## src/rtl/barrido_pkg.sv

```systemverilog
// Shared definitions for the 4x4 keypad scanner: FSM states, row encodings and key lookup.
package barrido_pkg;

    typedef enum logic [1:0] {
        StScan,
        StDebPress,
        StHeld,
        StDebRel
    } estado_e;

    localparam logic [3:0] Fila0 = 4'b1000;
    localparam logic [3:0] Fila1 = 4'b0100;
    localparam logic [3:0] Fila2 = 4'b0010;
    localparam logic [3:0] Fila3 = 4'b0001;

    function automatic logic [3:0] siguiente_fila(input logic [3:0] fila);
        return {fila[0], fila[3:1]};
    endfunction

    // Position of a one-hot line counted from the MSB; rows and columns share the encoding.
    function automatic logic [1:0] indice(input logic [3:0] linea);
        logic [1:0] idx;
        case (linea)
            Fila0:   idx = 2'd0;
            Fila1:   idx = 2'd1;
            Fila2:   idx = 2'd2;
            default: idx = 2'd3;
        endcase
        return idx;
    endfunction

    function automatic logic [3:0] codigo_tecla(input logic [3:0] fila, input logic [3:0] col);
        logic [3:0] pos;
        logic [3:0] cod;
        pos = {indice(fila), indice(col)};
        case (pos)
            4'd0:  cod = 4'h1;
            4'd1:  cod = 4'h2;
            4'd2:  cod = 4'h3;
            4'd3:  cod = 4'hA;
            4'd4:  cod = 4'h4;
            4'd5:  cod = 4'h5;
            4'd6:  cod = 4'h6;
            4'd7:  cod = 4'hB;
            4'd8:  cod = 4'h7;
            4'd9:  cod = 4'h8;
            4'd10: cod = 4'h9;
            4'd11: cod = 4'hC;
            4'd12: cod = 4'hE;
            4'd13: cod = 4'h0;
            4'd14: cod = 4'hF;
            4'd15: cod = 4'hD;
        endcase
        return cod;
    endfunction

endpackage

```

## src/rtl/contador_estable.sv

```systemverilog
// Saturating count of consecutive matching samples; ultimo_o flags that one more match
// reaches MAX, so the owner can act on the same edge.
module contador_estable #(
    parameter int unsigned MAX = 1
) (
    input  logic clk_i,
    input  logic rst_ni,
    input  logic clr_i,
    input  logic en_i,
    output logic ultimo_o
);

    localparam int unsigned W = (MAX > 1) ? $clog2(MAX) : 1;
    localparam logic [W-1:0] Tope = W'(MAX - 1);

    logic [W-1:0] cuenta_q, cuenta_d;

    always_comb begin
        cuenta_d = cuenta_q;
        if (clr_i) begin
            cuenta_d = '0;
        end else if (en_i && (cuenta_q != Tope)) begin
            cuenta_d = cuenta_q + W'(1);
        end
    end

    always_ff @(posedge clk_i) begin
        if (!rst_ni) begin
            cuenta_q <= '0;
        end else begin
            cuenta_q <= cuenta_d;
        end
    end

    assign ultimo_o = (cuenta_q == Tope);

endmodule

```

## src/rtl/barrido_teclado.sv

```systemverilog
// 4x4 keypad scanner: rotates a one-hot row drive, debounces a single-column press and its
// release, and reports the accepted key code with a one-cycle pulse.
module barrido_teclado
    import barrido_pkg::*;
#(
    parameter int unsigned SCAN_TICKS      = 1000,
    parameter int unsigned DEBOUNCE_CYCLES = 50000
) (
    input  logic       clk,
    input  logic       rst_n,
    input  logic [3:0] columnas,
    output logic [3:0] filas,
    output logic [3:0] codigo,
    output logic       tecla_valida,
    output logic       presionada
);

    localparam int unsigned DwellW = (SCAN_TICKS > 1) ? $clog2(SCAN_TICKS) : 1;
    localparam logic [DwellW-1:0] DwellLast = DwellW'(SCAN_TICKS - 1);

    estado_e           state_q, state_d;
    logic [3:0]        filas_q, filas_d;
    logic [3:0]        col_q, col_d;
    logic [3:0]        codigo_q, codigo_d;
    logic              pulso_q, pulso_d;
    logic [DwellW-1:0] dwell_q, dwell_d;

    logic pres_en, pres_ultimo, pres_hit;
    logic rel_en, rel_ultimo, rel_hit;

    assign pres_en  = (state_q == StDebPress) && (columnas == col_q);
    assign pres_hit = pres_en && pres_ultimo;
    assign rel_en   = (state_q == StDebRel) && (columnas == 4'b0000);
    assign rel_hit  = rel_en && rel_ultimo;

    // Any non-matching cycle (including being in another state) restarts the count.
    contador_estable #(
        .MAX(DEBOUNCE_CYCLES)
    ) u_deb_press (
        .clk_i   (clk),
        .rst_ni  (rst_n),
        .clr_i   (!pres_en || pres_ultimo),
        .en_i    (pres_en),
        .ultimo_o(pres_ultimo)
    );

    contador_estable #(
        .MAX(DEBOUNCE_CYCLES)
    ) u_deb_rel (
        .clk_i   (clk),
        .rst_ni  (rst_n),
        .clr_i   (!rel_en || rel_ultimo),
        .en_i    (rel_en),
        .ultimo_o(rel_ultimo)
    );

    always_comb begin
        state_d  = state_q;
        filas_d  = filas_q;
        col_d    = col_q;
        codigo_d = codigo_q;
        pulso_d  = 1'b0;
        dwell_d  = '0;
        case (state_q)
            StScan: begin
                dwell_d = dwell_q + DwellW'(1);
                if (dwell_q == DwellLast) begin
                    dwell_d = '0;
                    if ($onehot(columnas)) begin
                        col_d   = columnas;
                        state_d = StDebPress;
                    end else begin
                        filas_d = siguiente_fila(filas_q);
                    end
                end
            end
            StDebPress: begin
                if (columnas != col_q) begin
                    state_d = StScan;
                end else if (pres_hit) begin
                    state_d  = StHeld;
                    codigo_d = codigo_tecla(filas_q, col_q);
                    pulso_d  = 1'b1;
                end
            end
            StHeld: begin
                if (columnas != col_q) begin
                    state_d = StDebRel;
                end
            end
            StDebRel: begin
                if (rel_hit) begin
                    state_d = StScan;
                    filas_d = siguiente_fila(filas_q);
                end else if (columnas == col_q) begin
                    state_d = StHeld;
                end
            end
            default: state_d = StScan;
        endcase
    end

    always_ff @(posedge clk) begin
        if (!rst_n) begin
            state_q  <= StScan;
            filas_q  <= Fila0;
            col_q    <= 4'b0000;
            codigo_q <= 4'b0000;
            pulso_q  <= 1'b0;
            dwell_q  <= '0;
        end else begin
            state_q  <= state_d;
            filas_q  <= filas_d;
            col_q    <= col_d;
            codigo_q <= codigo_d;
            pulso_q  <= pulso_d;
            dwell_q  <= dwell_d;
        end
    end

    assign filas        = filas_q;
    assign codigo       = codigo_q;
    assign tecla_valida = pulso_q;
    assign presionada   = (state_q == StHeld) || (state_q == StDebRel);

endmodule

```

## config.mk

```make
export PLATFORM = sky130hd
export DESIGN_NAME = barrido_teclado
export DESIGN_NICKNAME = d
export VERILOG_FILES = /design/src/rtl/barrido_pkg.sv /design/src/rtl/contador_estable.sv /design/src/rtl/barrido_teclado.sv
export SDC_FILE = /design/constraint.sdc
export NUM_CORES = 1
export LEC_CHECK = 0
export CAP_MARGIN = 20
export CORE_AREA = 2 2 96 98
export CTS_CLUSTER_DIAMETER = 50
export CTS_CLUSTER_SIZE = 28
export DETAILED_ROUTE_END_ITERATION = 16
export DIE_AREA = 0 0 98 100
export PLACE_DENSITY = 0.55
export SYNTH_ARGS = -nofsm -noshare
export SYNTH_HDL_FRONTEND = slang
export SYNTH_HIERARCHICAL = 1
export SYNTH_SLANG_ARGS = --single-unit
```

## constraint.sdc

```tcl
create_clock -name clk -period 3.4 [get_ports clk]
set_input_delay 0.34 -clock clk [delete_from_list [all_inputs] [get_ports clk]]
set_output_delay 0.34 -clock clk [all_outputs]
set_load 0.02 [all_outputs]
```

==> run_results.csv <==
group,metric,value,unit
yosys,synth_seq_cells,57,
worst_setup_path,reg2regPathDepth,5,
routing,drc_errors,0,
yosys,synth-compound-area-share,0.133,
worst_setup_path,critPathRequiredTime,3.62,ns
finish,area_delta_synth_final,17.1,%
clocking,htree_num_levels,3,
finish,fill_cells,913,
yosys,ys_warn_count,6,
finish,fin_cells,483,
power_and_ir_drop,peakVddDrop,0.188,mV
floorplan,core_area,8890,µm²
global_route,overflow,0,
worst_setup_path,cp_slowest_stage_delay,0.53,ns
yosys,synth_top_family_by_area,"simple AND/OR/NAND/NOR gates",
clocking,cts_root_buf,"clkbuf_8",
sta,fin_crit,2.74,ns
yosys,syn_nets,360,
placed_design,gp_congestion,0.753,
sta,hold_violations,0,
global_route,grt_pass1_wl,9960,µm
worst_setup_path,slowest_stage,"fa_1",
placed_design,place_hpwl,4190,µm
routing,post_drt_wl_per_cell,12.2,µm
clocking,cts_tree,"done",
clocking,cts_setup_buffers,0,
routing,wirelength,5880,µm
yosys,ys_seq_area_frac,0.378,
power_and_ir_drop,finalPower,1430,µW
routing,detail-route-antenna-nets,0,
floorplan,dieArea,9800,µm²
floorplan,row_count,35,
yosys,synthDistinctLibCells,51,
yosys,synth.avg_cell_area,8.75,µm²
global_route,grt_pass1_vias,2196,
sta,maxSlewViolCount,0,
clocking,cts.path.max_buffers,2,
sta,slew_headroom,0.445,
min_path,hold_class,"flip-flop to flip-flop",
sta,tightest_slew,0.830,ns
sta,fin_crit_sh,0.805,
placed_design,place_ws,0.324,ns
placed_design,portBuffers,15,
yosys,synth_simple_gate_area_frac,0.314,
clocking,path_clk_slew,0.06,ns
finish,fin_nets,382,
worst_setup_path,critPathCapture,"col_q[0]$_SDFFE_PN0P_",
sta,setup_violations,0,
yosys,synth-xor-area-share,0.0754,
outcome,outcome,"finished, final reports clean",
routing,vias,2451,
yosys,syn_inst,345,
floorplan,io_pins,16,
sta,final.setup.tns,0,ns
finish,drive_gt1_frac,0.113,
floorplan,dieWidth,98,µm
yosys,synthAdderAreaFrac,0.0398,
yosys,postSynth.asyncResetShare,0,
yosys,synth_mux_area_frac,0.0298,
run,max-cap-violations,0,
clocking,ctsHoldBuffers,0,
yosys,synth_edf_count,0,
worst_setup_path,cp_max_fo,4,
finish,diodes,0,
routing,vias_per_cell,5.07,
worst_setup_path,critical_path_class,"input pin to flip-flop",
global_route,grt_antenna_before_repair,0,
sta,max_freq,365,MHz
sta,rsz0062_at_grt,"false",
routing,first_iter_violations,71,
yosys,synth_area,3020,µm²
floorplan,die_h,100,µm
clocking,cts.sinks,57,
global_route,grtUsageTotal,0.125,
power_and_ir_drop,leakage,0.00113,µW
worst_setup_path,r2r_end,"u_deb_press/cuenta_q[7]$_SDFFE_PP0P_",
worst_setup_path,crit_chain,"clkdlybuf4s50_1 > inv_1 > fa_1 > inv_1 > ha_1 > ha_1 > nor3b_1 > nand4_1 > mux2i_1 > nor2b_1",
yosys,synth_ff_type,"dfxtp_1",
clocking,postCtsResizedCells,0,
clocking,clkLatencyLatePin,0.33,ns
worst_setup_path,r2r-start,"u_deb_press/cuenta_q[5]$_SDFFE_PP0P_",
worst_setup_path,start_kind,"input pin",
clocking,numCtsBuffers,9,
worst_setup_path,end_kind,"flip-flop",
floorplan,initial_core_util,0.340,
global_route,grt_max_degree,25,
routing,first_pass_iters,4,
power_and_ir_drop,power.density,404,nW/µm²
worst_setup_path,critical_path_arrival,2.96,ns
worst_setup_path,r2r_slack,0.93,ns
sta,fin_skew,0.00674,ns
placed_design,dp_cells,467,
sta,layout_setup_ws,0.663,ns
worst_setup_path,cp-startpoint,"columnas[0]",
## synth_stat cells (2+ instances only)
library cell / count / area [µm²]
dfxtp_1: 57 / 1140
nand2_1: 28 / 105
nor2_1: 28 / 105
a21oi_1: 23 / 115
nand3_1: 20 / 100
o21ai_0: 20 / 100
inv_1: 16 / 60.1
xnor2_1: 16 / 140
nand4_1: 15 / 93.8
or3_1: 13 / 81.3
xor2_1: 10 / 87.6
mux2i_1: 9 / 90.1
ha_1: 8 / 100
clkbuf_1: 7 / 26.3
nor2b_1: 7 / 43.8
nor3_1: 6 / 30.0
nor4_1: 6 / 37.5
or3_2: 6 / 45.0
or4b_4: 4 / 55.1
nand2b_1: 3 / 18.8
nor3b_1: 3 / 22.5
a31oi_1: 2 / 12.5
and3_1: 2 / 12.5
and4_1: 2 / 17.5
nand3b_1: 2 / 15.0
nor4b_2: 2 / 30.0
o22ai_1: 2 / 12.5
o31ai_1: 2 / 15.0
o41ai_4: 2 / 55.1
or4_1: 2 / 15.0
or4_4: 2 / 22.5
## flip-flops by register name (all words and copies together), names as in the netlist
register              count
state_q                   2
u_deb_press/cuenta_q     16
tecla_valida              1
col_q                     4
dwell_q                  10
codigo                    4
filas                     4
u_deb_rel/cuenta_q       16
## worst max-delay path, delay by kind of cell
| kind | cells | cell delay (ns) |
|---|---|---|
| AND/OR/NAND/NOR | 3 | 0.74 |
| buffers and inverters | 3 | 0.64 |
| multiplexers | 1 | 0.25 |
| adder cells (fa/ha/maj) | 3 | 0.97 |
## kinds of logic (layout without fill, tap and decap cells)
group	after synthesis	count (layout)
buffers and inverters	24	51
XOR/XNOR	26	26
flip-flops	57	57
adder cells (fa/ha/maj)	9	9
AND/OR/NAND/NOR	160	160
multiplexers	9	9
AO/OA/AOI/OAI	60	60
## final cells by class
class	instances	area, µm²	share of cell area
Inverter	16	60.1	0.0170
Clock inverter	5	77.6	0.0219
Tap cell	111	139	0.0393
Timing Repair Buffer	19	180	0.0509
Clock buffer	11	151	0.0428
Sequential cell	57	1140	0.323
Multi-Input combinational cell	264	1790	0.505
## per-layer routing
metal | vias up | GRT usage | wire length (µm)
met1 | 1138 | 0.164 | 3070
met3 | 2 | 0.0313 | 119
met4 | 0 | 0.0641 | 54
met2 | 20 | 0.192 | 2630
li1 | 1291 | - | -
met5 | - | 0 | 0
## per-stage QoR
stage | area, µm² | hold WS [ns] | util
after floorplan | 3020 | 0.413 | -
after global placement | 3310 | 0.423 | 0.372
after detailed placement | 3310 | 0.435 | 0.372
after CTS | 3540 | 0.451 | 0.398
after global routing | 3540 | 0.488 | 0.398
final | 3540 | 0.446 | 0.398
## power by group
group	internal (µW)	switching [µW]	leakage, µW	total (µW)
Clock	450	270	0.000115	720
Sequential	671	2.08	0.000460	673
Combinational	16.2	20.4	0.000552	36.6
## placed cells by master (no fill, tap or decap), drive strengths merged, types with 3 or more instances in the layout
| cell type | Yosys | layout |
|---|---|---|
| dfxtp | 57 | 57 |
| nand2 | 28 | 28 |
| nor2 | 28 | 28 |
| a21oi | 24 | 24 |
| o21ai | 21 | 21 |
| nand3 | 20 | 20 |
| or3 | 19 | 19 |
| inv | 16 | 16 |
| xnor2 | 16 | 16 |
| nand4 | 15 | 15 |
| clkdlybuf4s50 | 0 | 15 |
| clkbuf | 7 | 11 |
| xor2 | 10 | 10 |
| mux2i | 9 | 9 |
| ha | 8 | 8 |
| nor3 | 8 | 8 |
| nor2b | 7 | 7 |
| nor4 | 7 | 7 |
| or4b | 5 | 5 |
| buf | 1 | 4 |
| or4 | 4 | 4 |
| nand2b | 3 | 3 |
| nor3b | 3 | 3 |
| nor4b | 3 | 3 |
| and2 | 3 | 3 |
## how the worst min path moves through the flow
stage,to,depth (start not counted),startpoint
final,dwell_q[0]$_SDFF_PP0_,1,dwell_q[0]$_SDFF_PP0_
after global routing,dwell_q[0]$_SDFF_PP0_,1,dwell_q[0]$_SDFF_PP0_
after CTS,dwell_q[0]$_SDFF_PP0_,1,dwell_q[0]$_SDFF_PP0_
after detailed placement,dwell_q[0]$_SDFF_PP0_,1,dwell_q[0]$_SDFF_PP0_
after global placement,dwell_q[0]$_SDFF_PP0_,1,dwell_q[0]$_SDFF_PP0_
after floorplan,dwell_q[0]$_SDFF_PP0_,1,dwell_q[0]$_SDFF_PP0_
(Power assumes the default switching activity.)
